**src/rtl/logic_gate_pipe_pkg.sv**
```systemverilog
// Shared definitions for the gate library: two-input function op codes and
// the occupancy states of the 2-entry skid buffer.
package logic_gate_pipe_pkg;

   localparam logic [2:0] OP_NAND = 3'b000;
   localparam logic [2:0] OP_NOR  = 3'b001;
   localparam logic [2:0] OP_AND  = 3'b010;
   localparam logic [2:0] OP_OR   = 3'b011;
   localparam logic [2:0] OP_XOR  = 3'b100;
   localparam logic [2:0] OP_XNOR = 3'b101;
   localparam logic [2:0] OP_NOTA = 3'b110;
   localparam logic [2:0] OP_BUF  = 3'b111;

   typedef enum logic [1:0] {
      BUF_EMPTY = 2'd0,
      BUF_ONE   = 2'd1,
      BUF_FULL  = 2'd2
   } buf_state_t;

endpackage

```
**src/rtl/logic_gate_pipe_skid_buf.sv**
```systemverilog
// Generic 2-entry valid/ready FIFO: head is the output register, tail is the
// skid slot that absorbs one beat while the consumer stalls.
module logic_gate_pipe_skid_buf
   import logic_gate_pipe_pkg::*;
#(
   parameter int            DW      = 8,
   parameter logic [DW-1:0] RST_VAL = '0
) (
   input  logic          clk,
   input  logic          rst,
   input  logic          in_valid,
   input  logic [DW-1:0] in_data,
   output logic          out_valid,
   input  logic          out_ready,
   output logic [DW-1:0] out_data,
   output buf_state_t    state
);

   // Handshake: a beat moves on any edge where its valid and ready are both
   // high; the producer sees ready only while the buffer is not full.
   buf_state_t    state_q, state_d;
   logic [DW-1:0] head_q, tail_q;
   logic          push, pop;

   assign push = in_valid && (state_q != BUF_FULL);
   assign pop  = out_valid && out_ready;

   always_ff @(posedge clk) begin
      if (rst) state_q <= BUF_EMPTY;
      else     state_q <= state_d;
   end

   always_comb begin
      state_d = state_q;
      unique case (state_q)
         BUF_EMPTY: if (push) state_d = BUF_ONE;
         BUF_ONE: begin
            if (push && !pop)      state_d = BUF_FULL;
            else if (pop && !push) state_d = BUF_EMPTY;
         end
         BUF_FULL:  if (pop) state_d = BUF_ONE;
         default:   state_d = BUF_EMPTY;
      endcase
   end

   always_comb begin
      out_valid = (state_q != BUF_EMPTY);
      out_data  = head_q;
      state     = state_q;
   end

   // Head keeps its last value when drained, so the output holds while empty.
   always_ff @(posedge clk) begin
      if (rst) begin
         head_q <= RST_VAL;
         tail_q <= RST_VAL;
      end else if (state_q == BUF_FULL) begin
         if (pop) head_q <= tail_q;
      end else if (push && (state_q == BUF_EMPTY || pop)) begin
         head_q <= in_data;
      end else if (push) begin
         tail_q <= in_data;
      end
   end

endmodule

```
**src/rtl/logic_gate_pipe.sv**
```systemverilog
// Pipelined bitwise two-input gate: op decode and result flags at acceptance,
// a 2-entry skid buffer on the output, and a saturating delivered-beat count.
module logic_gate_pipe
   import logic_gate_pipe_pkg::*;
#(
   parameter int WIDTH   = 8,
   parameter int COUNT_W = 16
) (
   input  logic               clk,
   input  logic               rst,
   input  logic               in_valid,
   output logic               in_ready,
   input  logic [WIDTH-1:0]   a,
   input  logic [WIDTH-1:0]   b,
   input  logic [2:0]         op,
   output logic               out_valid,
   input  logic               out_ready,
   output logic [WIDTH-1:0]   result,
   output logic               res_zero,
   output logic               res_ones,
   output logic [COUNT_W-1:0] op_count
);

   localparam int                 DW      = WIDTH + 2;
   localparam logic [DW-1:0]      RST_VAL = {1'b0, 1'b1, {WIDTH{1'b0}}};
   localparam logic [COUNT_W-1:0] CNT_MAX = '1;

   logic [WIDTH-1:0] f;
   logic             f_zero, f_ones;
   logic [DW-1:0]    buf_out;
   buf_state_t       buf_state;

   always_comb begin
      f = a;
      case (op)
         OP_NAND: f = ~(a & b);
         OP_NOR:  f = ~(a | b);
         OP_AND:  f = a & b;
         OP_OR:   f = a | b;
         OP_XOR:  f = a ^ b;
         OP_XNOR: f = ~(a ^ b);
         OP_NOTA: f = ~a;
         OP_BUF:  f = a;
         default: f = a;
      endcase
      f_zero = (f == '0);
      f_ones = (f == '1);
   end

   // Ready depends only on registered occupancy and reset, never on out_ready.
   assign in_ready = !rst && (buf_state != BUF_FULL);

   logic_gate_pipe_skid_buf #(
      .DW      (DW),
      .RST_VAL (RST_VAL)
   ) u_skid (
      .clk       (clk),
      .rst       (rst),
      .in_valid  (in_valid && !rst),
      .in_data   ({f_ones, f_zero, f}),
      .out_valid (out_valid),
      .out_ready (out_ready),
      .out_data  (buf_out),
      .state     (buf_state)
   );

   assign {res_ones, res_zero, result} = buf_out;

   always_ff @(posedge clk) begin
      if (rst)
         op_count <= '0;
      else if (out_valid && out_ready && (op_count != CNT_MAX))
         op_count <= op_count + COUNT_W'(1);
   end

endmodule

```
**config.mk**
```make
export PLATFORM = sky130hd
export DESIGN_NAME = logic_gate_pipe
export DESIGN_NICKNAME = d
export VERILOG_FILES = /design/src/rtl/logic_gate_pipe_pkg.sv /design/src/rtl/logic_gate_pipe_skid_buf.sv /design/src/rtl/logic_gate_pipe.sv
export SDC_FILE = /design/constraint.sdc
export NUM_CORES = 1
export LEC_CHECK = 0
export ABC_AREA = 1
export ABC_CLOCK_PERIOD_IN_PS = 3600
export BUFFER_PORTS_ARGS = -buffer_cell sky130_fd_sc_hd__buf_2
export CORE_AREA = 2 2 104 106
export DETAILED_ROUTE_END_ITERATION = 6
export DIE_AREA = 0 0 106 108
export MAX_ROUTING_LAYER = met4
export SLEW_MARGIN = 10
export SYNTH_ARGS = -nofsm -noshare
export SYNTH_HDL_FRONTEND = slang
export SYNTH_SLANG_ARGS = --single-unit
```
**constraint.sdc**
```tcl
create_clock -name clk -period 3.6 [get_ports clk]
set_clock_uncertainty 0.2 [all_clocks]
set_input_delay 0.36 -clock clk [delete_from_list [all_inputs] [get_ports clk]]
set_output_delay 0.36 -clock clk [all_outputs]
set_load 0.01 [all_outputs]
```
==> implementation parameters <==
Parameter                              Value

Cells and area
  Number of antenna repair diodes    0
  Most frequent cells in the layout    132 x sky130_fd_sc_hd__nand2_1, 74 x sky130_fd_sc_hd__nor2_1, 63 x sky130_fd_sc_hd__inv_1
  Final #Nets    587
  Area overhead of the layout relative to synthesis    13.5%
  Layout Cells excl Fill    684
  Sequential cell area    761 sq um
  Filler instances    1131
  Most frequent standard cell in the layout excluding fill and tap cells    sky130_fd_sc_hd__nand2_1
  Area of all placed cells without fillers    0.00345 sq mm
  Multi-input logic area    0.00190 sq mm
  Fraction of final layout cells with drive strength greater than 1    0.126

Power
  Reported leakage power    0.00178 uW
  Design internal power    712 uW
  Power per cell area    299 mW/mm^2
  Relative contribution of combinational cells to total power    0.224
  Switching component of the power    320 uW
  Worst VDD drop    126 uV
  Proportion of power drawn by flip-flops and latches    0.429
  Clk network pwr share    0.347
  Switching share of power    0.310

Global route
  Largest net degree at the start of global routing    36
  Met1 usage in global routing    0.206
  First-pass GRT wire length    13.7 mm
  Met2 GRT Util    0.232
  Met3 global-route usage    0.0163
  Total routing resource utilization after global routing    0.149
  Antenna violations before repair    0
  Via count of the first global-routing pass    2951
  Residual overflow from global routing    0
  Busiest grt layer    met2

Timing
  Number of hold violations in the final report    0
  Worst-Margin Slew    1.02 ns
  Setup tns final    0 ns
  Max-slew headroom    0.316
  Setup repair after global routing missed its margin    no
  Final Cycle Share    0.775
  Count of endpoints failing setup in the final report    0
  Final number of max-transition violations    0
  Period minus WS final    2.79 ns
  Maximum clock frequency    358 MHz

Clock tree
  # H-tree levels    2
  TritonCTS Sinks    38
  Resized Gates After CTS    0
  CTS root buf    sky130_fd_sc_hd__clkbuf_8
  Total of hold buffers inserted after clock tree synthesis    0
  Clock insertion delay at the later pin of the skew report    0.29 ns
  Clock-pin transition on the worst setup and hold timing paths    0.07 ns
  Number of buffers added for setup after CTS    0
  Clock tree from TritonCTS    built
  Worst-case clock buffer depth    2
  Number of buffers created by CTS    5

Placed design
  Total placed cells including tap cells    676
  Instance area at placement    0.00334 sq mm
  Final HPWL DP    6.16 mm
  Routability congestion estimate from global placement    0.877
  Port-buffer cells    50

Synthesis
  Cell count after synthesis    511
  Warnings, synthesis    0
  Synthesized net count    551
  Sequential element share of the synthesized area    0.251
  Syn_area_per_cell    5.94 sq um
  Mapped cell area    0.00304 sq mm
  Flops & latches, synth    38
  Count of cell types in the netlist    27

Worst setup path
  Crit path max fanout    13
  Worst Setup End Kind    flop
  Crit path DAT    2.81 ns
  Endpoint required time on the critical path    3.62 ns
  Critical path launch point type    flop
  CP Class    reg -> reg

Route
  Number of vias in the routed layout    3320
  Count of antenna-violating nets left after detailed routing    0
  Detail-routed net length per standard cell    12.1 um
  Via density per instance    4.85
  Post-Route WL    8.26 mm
  Iteration-0 DRC Markers    147
  TritonRoute pass-1 iters    5
  Residual DRC    0

Die
  Standard-cell rows    37
  Core region area    0.0102 sq mm
  I/O pin count    51
  Die outline area    0.0114 sq mm
  Vertical extent of the die    108 um
  Initial core utilization    0.297
  Horiz. Die Dim    106 um

Run
  Max cap viols    0

Worst hold path
  Classification of the worst-slack hold path    in -> reg

Outcome
  Outcome    complete, no violations
==> final timing paths <==
kind                                                      start                               to  slack (ns)  cells past startpoint
worst max-delay path               u_skid.state[1]$_SDFFE_PP0P_  u_skid.out_data[4]$_SDFFE_PP0P_        0.81                      8
worst min-delay path                                  out_ready     u_skid.state[1]$_SDFFE_PP0P_        0.19                      4
worst max register to register     u_skid.state[1]$_SDFFE_PP0P_  u_skid.out_data[4]$_SDFFE_PP0P_        0.81                      8
worst min register to register  u_skid.out_data[8]$_SDFFE_PP1P_  u_skid.out_data[8]$_SDFFE_PP1P_        0.30                      2
==> critical path: stages (launching register included) <==
cell,delay (ns)
sky130_fd_sc_hd__dfxtp_1,0.38
sky130_fd_sc_hd__inv_1,0.05
sky130_fd_sc_hd__nor2_1,0.63
sky130_fd_sc_hd__inv_1,0.43
sky130_fd_sc_hd__nand2_1,0.14
sky130_fd_sc_hd__nand2_1,0.27
sky130_fd_sc_hd__inv_1,0.34
sky130_fd_sc_hd__o21ai_0,0.13
sky130_fd_sc_hd__a21oi_1,0.14
==> final cells by class <==
type / count / share of cell area
multi-input cells: 383 / 0.551
clock inverters: 3 / 0.0116
well taps: 136 / 0.0494
inverters: 69 / 0.0751
flip-flops and latches: 38 / 0.221
clock buffers: 5 / 0.0200
repair buffers: 50 / 0.0726
==> sequential cells by signal, summed over array words and instances (netlist names) <==
name	flops
op_count	16
u_skid.out_data	10
u_skid.tail_q	10
u_skid.state	2
==> stage by stage <==
| stage | total power, uW | hold WS, ns | setup WS, ns | util |
|---|---|---|---|---|
| floorplan | 615 | 0.238 | 1.77 | - |
| global placement | 676 | 0.274 | 0.800 | 0.326 |
| detailed placement | 681 | 0.291 | 0.808 | 0.326 |
| CTS | 1040 | 0.195 | 0.787 | 0.337 |
| global route | 1090 | 0.233 | 0.502 | 0.337 |
| finish | 1030 | 0.192 | 0.810 | 0.337 |
==> cells in the mapped netlist <==
| library cell | count | area share |
|---|---|---|
| sky130_fd_sc_hd__nand2_1 | 132 | 0.16 |
| sky130_fd_sc_hd__nor2_1 | 74 | 0.091 |
| sky130_fd_sc_hd__inv_1 | 63 | 0.078 |
| sky130_fd_sc_hd__a21oi_1 | 40 | 0.066 |
| sky130_fd_sc_hd__dfxtp_1 | 38 | 0.25 |
| sky130_fd_sc_hd__nand4_1 | 32 | 0.066 |
| sky130_fd_sc_hd__nand3_1 | 30 | 0.049 |
| sky130_fd_sc_hd__o21ai_0 | 27 | 0.044 |
| sky130_fd_sc_hd__ha_1 | 17 | 0.070 |
| sky130_fd_sc_hd__clkbuf_1 | 8 | 0.0099 |
| sky130_fd_sc_hd__buf_4 | 7 | 0.017 |
| sky130_fd_sc_hd__o21ai_1 | 7 | 0.012 |
| sky130_fd_sc_hd__inv_2 | 6 | 0.0074 |
| sky130_fd_sc_hd__buf_2 | 5 | 0.0082 |
| sky130_fd_sc_hd__xor2_1 | 5 | 0.014 |
| sky130_fd_sc_hd__nor3_1 | 4 | 0.0066 |
| sky130_fd_sc_hd__a211oi_1 | 3 | 0.0074 |
| sky130_fd_sc_hd__nor2_4 | 3 | 0.011 |
| sky130_fd_sc_hd__nor4_1 | 2 | 0.0041 |
| sky130_fd_sc_hd__and2_1 | 1 | 0.0021 |
| sky130_fd_sc_hd__and3_1 | 1 | 0.0021 |
| sky130_fd_sc_hd__buf_6 | 1 | 0.0037 |
| sky130_fd_sc_hd__nand2_2 | 1 | 0.0021 |
| sky130_fd_sc_hd__nor3_4 | 1 | 0.0054 |
| sky130_fd_sc_hd__nor3b_1 | 1 | 0.0025 |
| sky130_fd_sc_hd__o21bai_1 | 1 | 0.0025 |
| sky130_fd_sc_hd__xnor2_1 | 1 | 0.0029 |
==> cell families (layout without fill, tap and decap cells) <==
family / Yosys count / count (layout) / synth area share
AO/OA/AOI/OAI: 78 / 78 / 0.132
AND/OR/NAND/NOR: 282 / 282 / 0.406
XOR/XNOR: 6 / 6 / 0.0173
adder cells (fa/ha/maj): 17 / 17 / 0.0700
buffers and inverters: 90 / 127 / 0.124
flip-flops: 38 / 38 / 0.251
==> power groups by stage <==
stage | combinational [uW] | sequential [uW] | clock, uW
after global routing | 263 | 444 | 383
after CTS | 230 | 442 | 366
after detailed placement | 229 | 452 | 0
final | 231 | 442 | 358
after floorplan | 159 | 456 | 0
after global placement | 224 | 452 | 0
==> per-layer routing <==
layer	up-vias	wire (um)
met2	103	3640
met3	6	495
met4	0	99
li1	1729	-
met5	-	0
met1	1482	4020
No activity file was read; power rests on OpenSTA's default activity.
